### src/rtl/instruction_decode_hz.sv
// MIPS ID stage: register file, control decode and ID/EX register, with
// load-use and branch hazard detection, MEM-to-ID branch forwarding and a sticky halt.
module instruction_decode_hz #(
  parameter int NB_DATA    = 32,
  parameter int NB_ADDR    = 5,
  parameter int BRANCH_FWD = 1
) (
  input  logic               i_clk,
  input  logic               i_reset,
  input  logic               i_valid,
  input  logic [NB_DATA-1:0] i_pc4,
  input  logic [31:0]        i_instruction,
  input  logic               i_halt,
  input  logic               i_wb_write,
  input  logic [NB_ADDR-1:0] i_wb_addr,
  input  logic [NB_DATA-1:0] i_wb_data,
  input  logic               i_mem_wb_write,
  input  logic               i_mem_read,
  input  logic [NB_ADDR-1:0] i_mem_dst,
  input  logic [NB_DATA-1:0] i_mem_alu,
  output logic               o_stall,
  output logic               o_flush,
  output logic               o_jump,
  output logic [NB_DATA-1:0] o_jump_addr,
  output logic               o_halt,
  output logic               o_valid,
  output logic [NB_DATA-1:0] o_RA,
  output logic [NB_DATA-1:0] o_RB,
  output logic [NB_ADDR-1:0] o_rs,
  output logic [NB_ADDR-1:0] o_rt,
  output logic [NB_ADDR-1:0] o_dst,
  output logic [5:0]         o_opcode,
  output logic [5:0]         o_funct,
  output logic [4:0]         o_shamt,
  output logic [NB_DATA-1:0] o_imm,
  output logic               o_wb_write,
  output logic               o_wb_mem_to_reg,
  output logic               o_mem_read,
  output logic               o_mem_write,
  output logic               o_mem_unsigned,
  output logic               o_alu_src,
  output logic [1:0]         o_mem_size,
  output logic [1:0]         o_alu_op,
  input  logic [NB_ADDR-1:0] i_dbg_addr,
  output logic [NB_DATA-1:0] o_dbg_data
);

  localparam int NREG = 2 ** NB_ADDR;
  localparam logic [NB_ADDR-1:0] ZERO_ADDR = NB_ADDR'(0);

  logic [NB_DATA-1:0] regs [NREG];

  logic               frozen, rf_we;
  logic [5:0]         op, funct;
  logic [4:0]         shamt;
  logic [NB_ADDR-1:0] rs, rt, rd, addr_a;
  logic [NB_DATA-1:0] imm, rdata_a, rdata_b, fwd_a, fwd_b, op_a, op_b, br_target, target;
  logic               is_rtype, is_jr, is_jalr, is_j, is_jal, is_beq, is_bne;
  logic               is_load, is_store, is_immop, is_nop, is_halt_instr, is_br, is_link;
  logic               use_rs, use_rt, ex_hit, mem_hit, load_use, br_ex, br_mem, take, issue;
  logic [NB_ADDR-1:0] dst;
  logic               wb, m2r, mrd, mwr, mun, alu_src;
  logic [1:0]         msz, alu_op;

  function automatic logic src_hit(input logic [NB_ADDR-1:0] d, input logic [NB_ADDR-1:0] a,
                                   input logic [NB_ADDR-1:0] b, input logic ua, input logic ub);
    return (d != ZERO_ADDR) && ((ua && (d == a)) || (ub && (d == b)));
  endfunction

  assign frozen = i_halt | o_halt;
  // r0 is never written, so the array reset value keeps it reading zero
  assign rf_we  = i_wb_write & ~frozen & (i_wb_addr != ZERO_ADDR);

  assign op     = i_instruction[31:26];
  assign rs     = NB_ADDR'(i_instruction[25:21]);
  assign rt     = NB_ADDR'(i_instruction[20:16]);
  assign rd     = NB_ADDR'(i_instruction[15:11]);
  assign shamt  = i_instruction[10:6];
  assign funct  = i_instruction[5:0];
  assign imm    = {{(NB_DATA-16){i_instruction[15]}}, i_instruction[15:0]};

  assign is_rtype      = (op == 6'h00);
  assign is_jr         = is_rtype & (funct == 6'h08);
  assign is_jalr       = is_rtype & (funct == 6'h09);
  assign is_j          = (op == 6'h02);
  assign is_jal        = (op == 6'h03);
  assign is_beq        = (op == 6'h04);
  assign is_bne        = (op == 6'h05);
  assign is_load       = op[5] & ~op[3];
  assign is_store      = op[5] & op[3];
  assign is_immop      = (op[5:3] == 3'b001);
  assign is_nop        = (i_instruction == 32'h0000_0000);
  assign is_halt_instr = (i_instruction == 32'hFFFF_FFFF);
  assign is_br         = is_beq | is_bne | is_jr | is_jalr;
  assign is_link       = is_jal | is_jalr;
  assign use_rs        = ~(is_j | is_jal);
  assign use_rt        = is_rtype | is_store | is_beq | is_bne;

  // While frozen, port A serves the debug unit
  assign addr_a     = frozen ? i_dbg_addr : rs;
  assign rdata_a    = (rf_we && (i_wb_addr == addr_a)) ? i_wb_data : regs[addr_a];
  assign rdata_b    = (rf_we && (i_wb_addr == rt)) ? i_wb_data : regs[rt];
  assign o_dbg_data = rdata_a;

  // Register file with synchronous clear
  always_ff @(posedge i_clk) begin
    if (i_reset) begin
      for (int i = 0; i < NREG; i++) regs[i] <= {NB_DATA{1'b0}};
    end else if (rf_we) begin
      regs[i_wb_addr] <= i_wb_data;
    end
  end

  // Control decode
  always_comb begin
    dst     = ZERO_ADDR;
    wb      = 1'b0;
    m2r     = 1'b0;
    mrd     = 1'b0;
    mwr     = 1'b0;
    mun     = 1'b0;
    msz     = 2'b00;
    alu_op  = 2'b01;
    alu_src = 1'b0;
    if (is_rtype) begin
      dst = rd;
      wb  = 1'b1;
      m2r = 1'b1;
      case (funct)
        6'h08:   begin dst = ZERO_ADDR; wb = 1'b0; alu_op = 2'b10; end
        6'h09:   alu_op = 2'b00;
        default: alu_op = 2'b10;
      endcase
    end else if (is_jal) begin
      dst    = NB_ADDR'(31);
      wb     = 1'b1;
      m2r    = 1'b1;
      alu_op = 2'b00;
    end else if (op[5]) begin
      mun     = op[2];
      msz     = op[1:0];
      alu_op  = 2'b00;
      alu_src = 1'b1;
      if (is_load) begin
        dst = rt;
        wb  = 1'b1;
        mrd = 1'b1;
      end else begin
        mwr = 1'b1;
      end
    end else if (is_immop) begin
      dst     = rt;
      wb      = 1'b1;
      m2r     = 1'b1;
      alu_op  = 2'b11;
      alu_src = 1'b1;
    end else begin
      alu_op = 2'b01;
    end
  end

  assign op_a = is_link ? i_pc4 : rdata_a;
  assign op_b = is_link ? NB_DATA'(4) : rdata_b;

  // A non-load result in EX/MEM may feed the comparator directly
  assign fwd_a = ((BRANCH_FWD != 0) && i_mem_wb_write && !i_mem_read &&
                  (i_mem_dst != ZERO_ADDR) && (i_mem_dst == rs)) ? i_mem_alu : rdata_a;
  assign fwd_b = ((BRANCH_FWD != 0) && i_mem_wb_write && !i_mem_read &&
                  (i_mem_dst != ZERO_ADDR) && (i_mem_dst == rt)) ? i_mem_alu : rdata_b;

  assign ex_hit   = src_hit(o_dst, rs, rt, use_rs, use_rt);
  assign mem_hit  = i_mem_wb_write & src_hit(i_mem_dst, rs, rt, use_rs, use_rt);
  assign load_use = o_valid & o_mem_read & ex_hit;
  assign br_ex    = is_br & o_valid & o_wb_write & ex_hit;
  assign br_mem   = is_br & mem_hit & (i_mem_read | (BRANCH_FWD == 0));
  assign o_stall  = i_valid & ~frozen & (load_use | br_ex | br_mem);

  assign br_target = i_pc4 + {imm[NB_DATA-3:0], 2'b00};

  // Jump condition and redirect target
  always_comb begin
    take   = 1'b0;
    target = br_target;
    if (is_beq) begin
      take = (fwd_a == fwd_b);
    end else if (is_bne) begin
      take = (fwd_a != fwd_b);
    end else if (is_j | is_jal) begin
      take   = 1'b1;
      target = {i_pc4[NB_DATA-1:28], i_instruction[25:0], 2'b00};
    end else if (is_jr | is_jalr) begin
      take   = 1'b1;
      target = fwd_a;
    end else begin
      take = 1'b0;
    end
  end

  assign o_jump      = i_valid & ~o_stall & ~frozen & take;
  assign o_flush     = o_jump;
  assign o_jump_addr = target;
  assign issue       = i_valid & ~o_stall & ~is_nop & ~is_halt_instr;

  // ID/EX register and sticky halt; frozen cycles hold everything
  always_ff @(posedge i_clk) begin
    if (i_reset) begin
      o_halt <= 1'b0; o_valid <= 1'b0;
      o_RA <= {NB_DATA{1'b0}}; o_RB <= {NB_DATA{1'b0}}; o_imm <= {NB_DATA{1'b0}};
      o_rs <= ZERO_ADDR; o_rt <= ZERO_ADDR; o_dst <= ZERO_ADDR;
      o_opcode <= 6'h00; o_funct <= 6'h00; o_shamt <= 5'h00;
      o_wb_write <= 1'b0; o_wb_mem_to_reg <= 1'b0; o_mem_read <= 1'b0; o_mem_write <= 1'b0;
      o_mem_unsigned <= 1'b0; o_alu_src <= 1'b0; o_mem_size <= 2'b00; o_alu_op <= 2'b00;
    end else if (!frozen) begin
      if (i_valid && !o_stall && is_halt_instr) o_halt <= 1'b1;
      if (issue) begin
        o_valid <= 1'b1;
        o_RA <= op_a; o_RB <= op_b; o_imm <= imm;
        o_rs <= is_link ? ZERO_ADDR : rs; o_rt <= rt; o_dst <= dst;
        o_opcode <= op; o_funct <= funct; o_shamt <= shamt;
        o_wb_write <= wb; o_wb_mem_to_reg <= m2r; o_mem_read <= mrd; o_mem_write <= mwr;
        o_mem_unsigned <= mun; o_alu_src <= alu_src; o_mem_size <= msz; o_alu_op <= alu_op;
      end else begin
        o_valid <= 1'b0;
        o_RA <= {NB_DATA{1'b0}}; o_RB <= {NB_DATA{1'b0}}; o_imm <= {NB_DATA{1'b0}};
        o_rs <= ZERO_ADDR; o_rt <= ZERO_ADDR; o_dst <= ZERO_ADDR;
        o_opcode <= 6'h00; o_funct <= 6'h00; o_shamt <= 5'h00;
        o_wb_write <= 1'b0; o_wb_mem_to_reg <= 1'b0; o_mem_read <= 1'b0; o_mem_write <= 1'b0;
        o_mem_unsigned <= 1'b0; o_alu_src <= 1'b0; o_mem_size <= 2'b00; o_alu_op <= 2'b00;
      end
    end
  end

endmodule

### config.mk
export PLATFORM = sky130hd
export DESIGN_NAME = instruction_decode_hz
export DESIGN_NICKNAME = d
export VERILOG_FILES = /design/src/rtl/instruction_decode_hz.sv
export SDC_FILE = /design/constraint.sdc
export NUM_CORES = 2
export LEC_CHECK = 0
export CELL_PAD_IN_SITES_DETAIL_PLACEMENT = 2
export CELL_PAD_IN_SITES_GLOBAL_PLACEMENT = 2
export CORE_MARGIN = 2
export CORE_UTILIZATION = 29
export DETAILED_ROUTE_END_ITERATION = 10
export PLACE_DENSITY = 0.59
export SYNTH_ARGS = -nofsm -noshare
export SYNTH_HDL_FRONTEND = slang
export SYNTH_SLANG_ARGS = --single-unit
### constraint.sdc
create_clock -name i_clk -period 17.16 [get_ports i_clk]
set_input_delay 5.148 -clock i_clk [delete_from_list [all_inputs] [get_ports i_clk]]
set_output_delay 5.148 -clock i_clk [all_outputs]
set_load 0.02 [all_outputs]
==> impl_metrics.py <==
metrics = {
    "yosys": {
        "syn_area_per_cell_um2": 11.2,
        "ys_warn_count": 0,
        "ys_seq_elements": 1137,
        "yosys_most_used_dff": "edfxtp_1",
        "synth_seq_area_share_pct": 49.8,
        "syn_inst": 5944,
        "synth_enable_flop_cells": 1024,
        "synthDistinctLibCells": 100,
        "async_flop_share_pct": 0,
        "netlist_area_mm2": 0.0663,
    },
    "detailed_routing": {
        "wire_per_inst_um": 42.2,
        "viasPerCell": 6.29,
        "drc": 0,
        "drt_first_pass_iters": 6,
        "vias": 58700,
        "antenna_left": 0,
        "drt_iter0_markers": 7793,
        "drt-total-wl_mm": 394,
    },
    "final_layout": {
        "nFillCells": 24000,
        "utilization_pct": 34.5,
        "drive_above_1_share_pct": 15.9,
        "design_area_mm2": 0.0785,
        "regMostFlops": "regs",
        "area_growth_pct": 18.3,
        "reg_top3": "regs x1024, o_RA x32, o_RB x32",
        "largest_reg_flops": 1024,
        "nNetsFinal": 6382,
        "multi_input_area_mm2": 0.0307,
        "seq_area_mm2": 0.0330,
    },
    "global_routing": {
        "globalRouteOverflowTotal": 0,
        "grt_pass1_wl_mm": 528,
        "grt_util_all_layers_pct": 33.1,
        "antenna_found_initial": 58,
        "grt_max_degree": 75,
        "grt_pass1_vias": 59200,
    },
    "worst_setup_path": {
        "worst_path_max_delay_cell": "a2111oi_1",
        "worstRegToRegCells": 9,
        "crit_fanout": 29,
        "path_buf_inv": 3,
        "crit_end": "o_jump",
        "r2r_end": "regs[20][22]",
        "end_kind": "output pin",
        "crit_cells": 16,
        "crit_path_start_kind": "input port",
        "path_delay_family": "compound AO/OA/AOI/OAI gates",
        "worstPathCellList": "clkdlybuf4s50_1, buf_4, o21ai_4, nand2_8, mux2_2, a2111oi_1, nand4_1, a31oi_2, xnor2_1, o221ai_1, nand4_1, a41oi_1, nand4_1, o41a_1, o221a_1, clkdlybuf4s50_1",
        "crit_arrival_ns": 11.89,
        "reg2reg_slack_ns": 11.87,
        "critPathKind": "input port to output pin",
        "worst_path_largest_cell_delay_ns": 0.83,
        "r2r_start": "o_halt",
        "crit_top_cell": "nand4_1",
        "crit_start": "i_dbg_addr[0]",
        "cp.required_ns": 12.01,
    },
    "worst_hold_path": {
        "holdCritPathClass": "flop to flop",
        "hp-start": "o_mem_size[1]",
    },
    "placed_design": {
        "dpl_cell_area_mm2": 0.0741,
        "port_buffers": 356,
        "gp_congestion": 0.943,
        "hpwl_mm": 263,
    },
    "clock_tree": {
        "cts_sinks": 1137,
        "clk_pin_slew_worst_paths_ns": 0.06,
        "cts_hold_buf": 0,
        "root_buffer": "clkbuf_16",
        "htree_levels": 4,
        "cts_inserted_buffers": 139,
        "clock_latency_ns": 0.84,
        "cts_tree": "built",
        "clock_path_buffers": 3,
    },
    "job": {
        "drv_cap": 0,
    },
    "outcome": {
        "status": "completed",
    },
    "sta": {
        "finalCritPeriodShare_pct": 99.3,
        "final_max_slew_viol_count": 0,
        "whs_ns": 0.460,
        "worst_pin_slew_ns": 1.32,
        "skew_ns": 0.0382,
        "setup_viol": 0,
        "fmax_mhz": 58.7,
        "final-hold-violation-count": 0,
        "timing.slew.headroom_pct": 11.4,
        "min_period_ns": 17.03,
        "grt_setup_unrepaired": "false",
    },
    "die": {
        "rows": 175,
        "dieWidth_um": 482,
        "fp.dieH_um": 482,
        "io_pins": 357,
        "initial_core_util_pct": 29.2,
        "die_area_mm2": 0.232,
        "core_mm2": 0.227,
    },
    "power_and_ir_drop": {
        "power.density_mw_per_mm2": 100,
        "leakage_nw": 27.3,
        "vdd_drop_max_mv": 0.0919,
    },
}
==> report_power, final <==
group	total [mW]	switching, mW	internal (mW)
logic	1.65	1.12	0.533
registers	3.26	0.0936	3.16
clock network	2.95	1.31	1.64
==> synthesized netlist by cell type (63+ instances only) <==
master	number	area, um2
nand3_1	180	901
a22oi_1	149	1120
buf_4	70	526
dfxtp_1	113	2260
o21ai_0	225	1130
nor3_1	314	1570
a31oi_1	63	394
nor2_1	337	1260
edfxtp_1	1024	30700
mux2_2	65	732
a21oi_1	184	921
and2_1	755	4720
buf_2	66	330
o22ai_1	78	488
a211oi_1	65	488
mux2i_1	300	3000
mux4_2	256	5770
clkbuf_1	394	1480
nand2_1	423	1590
==> how the worst min path moves through the flow <==
stage	slack, ns	endpoint	cells after the start
2_1_floorplan	0.53	o_alu_src	2
3_3_place_gp	0.44	o_mem_size[1]	2
3_5_place_dp	0.46	o_mem_size[1]	2
4_1_cts	0.46	o_mem_size[1]	2
5_1_grt	0.48	o_mem_size[1]	2
6_report	0.46	o_mem_size[1]	2
==> repair_timing <==
| item | CTS | global route |
|---|---|---|
| setup endpoints to repair | 2 | 0 |
| setup buffers | 1 | 0 |
| resized for setup | 1 | 0 |
==> cell families (layout without fill, tap and decap cells) <==
| kind of cell | after synthesis | after routing | share of synthesized area [%] |
|---|---|---|---|
| AO/OA/AOI/OAI | 1109 | 1109 | 11.4 |
| multiplexers | 623 | 623 | 14.4 |
| adder cells (fa/ha/maj) | 30 | 30 | 0.577 |
| AND/OR/NAND/NOR | 2279 | 2279 | 17.9 |
| other | 1 | 49 | 0.00566 |
| flip-flops | 1137 | 1137 | 49.8 |
| XOR/XNOR | 93 | 93 | 1.23 |
| buffers and inverters | 672 | 1006 | 4.77 |
==> worst register-to-register path, cell delays in order, from the launching register on <==
cell and delay [ns]:
dfxtp_1 0.39, buf_4 0.28, nor2_4 0.45, nand2_1 0.28, nor3b_1 0.59, nand2_2 0.50, nor2_2 0.71, buf_4 0.46
or2_2 0.48, buf_4 0.68
==> layout by cell type, fill, tap and decap left out, types with 26 or more instances in the layout <==
cell,instances
edfxtp_1,1024
and2_1,755
nand2_1,420
clkdlybuf4s50_1,345
buf_4,335
nor3_1,311
nor2_1,304
mux2i_1,297
mux4_2,256
o21ai_0,224
a21oi_1,182
nand3_1,178
a22oi_1,149
clkbuf_16,143
dfxtp_1,113
o22ai_1,78
a211oi_1,65
mux2_2,65
nand4_1,62
a31oi_1,59
xnor2_1,56
and3_1,53
o221ai_1,44
inv_1,43
or2_2,38
xor2_1,37
a221oi_1,36
clkinv_1,36
clkbuf_1,36
o211ai_1,33
conb_1,32
ha_1,29
nor2_2,26
==> routing by layer <==
metal	global-route usage [%]	vias up	wire length (um)
met3	6.66	910	37000
met1	41.6	31200	152000
met4	19.1	16	25700
li1	-	22900	-
met5	0	-	106
met2	53.0	3665	180000
==> per-stage QoR <==
step	power (mW)	std cells	worst slack, ns	setup TNS, ns
detailed placement	4.91	9069	-0.430	-0.647
global placement	4.89	9069	-0.437	-0.661
floorplan	4.06	5975	2.78	0
finish	7.86	9335	0.126	0
global route	8.02	9322	0.150	0
CTS	7.85	9318	0.249	0
==> cell type report <==
type | count | share of cell area (%)
Multi-Input combinational cell | 4166 | 39.1
Tap cell | 3009 | 4.80
Antenna cell | 17 | 0.0542
Sequential cell | 1137 | 42.1
Clock buffer | 179 | 4.73
Inverter | 48 | 0.230
Timing Repair Buffer | 710 | 8.29
Clock inverter | 69 | 0.768
Note: power is estimated with default switching activity, not from simulation.
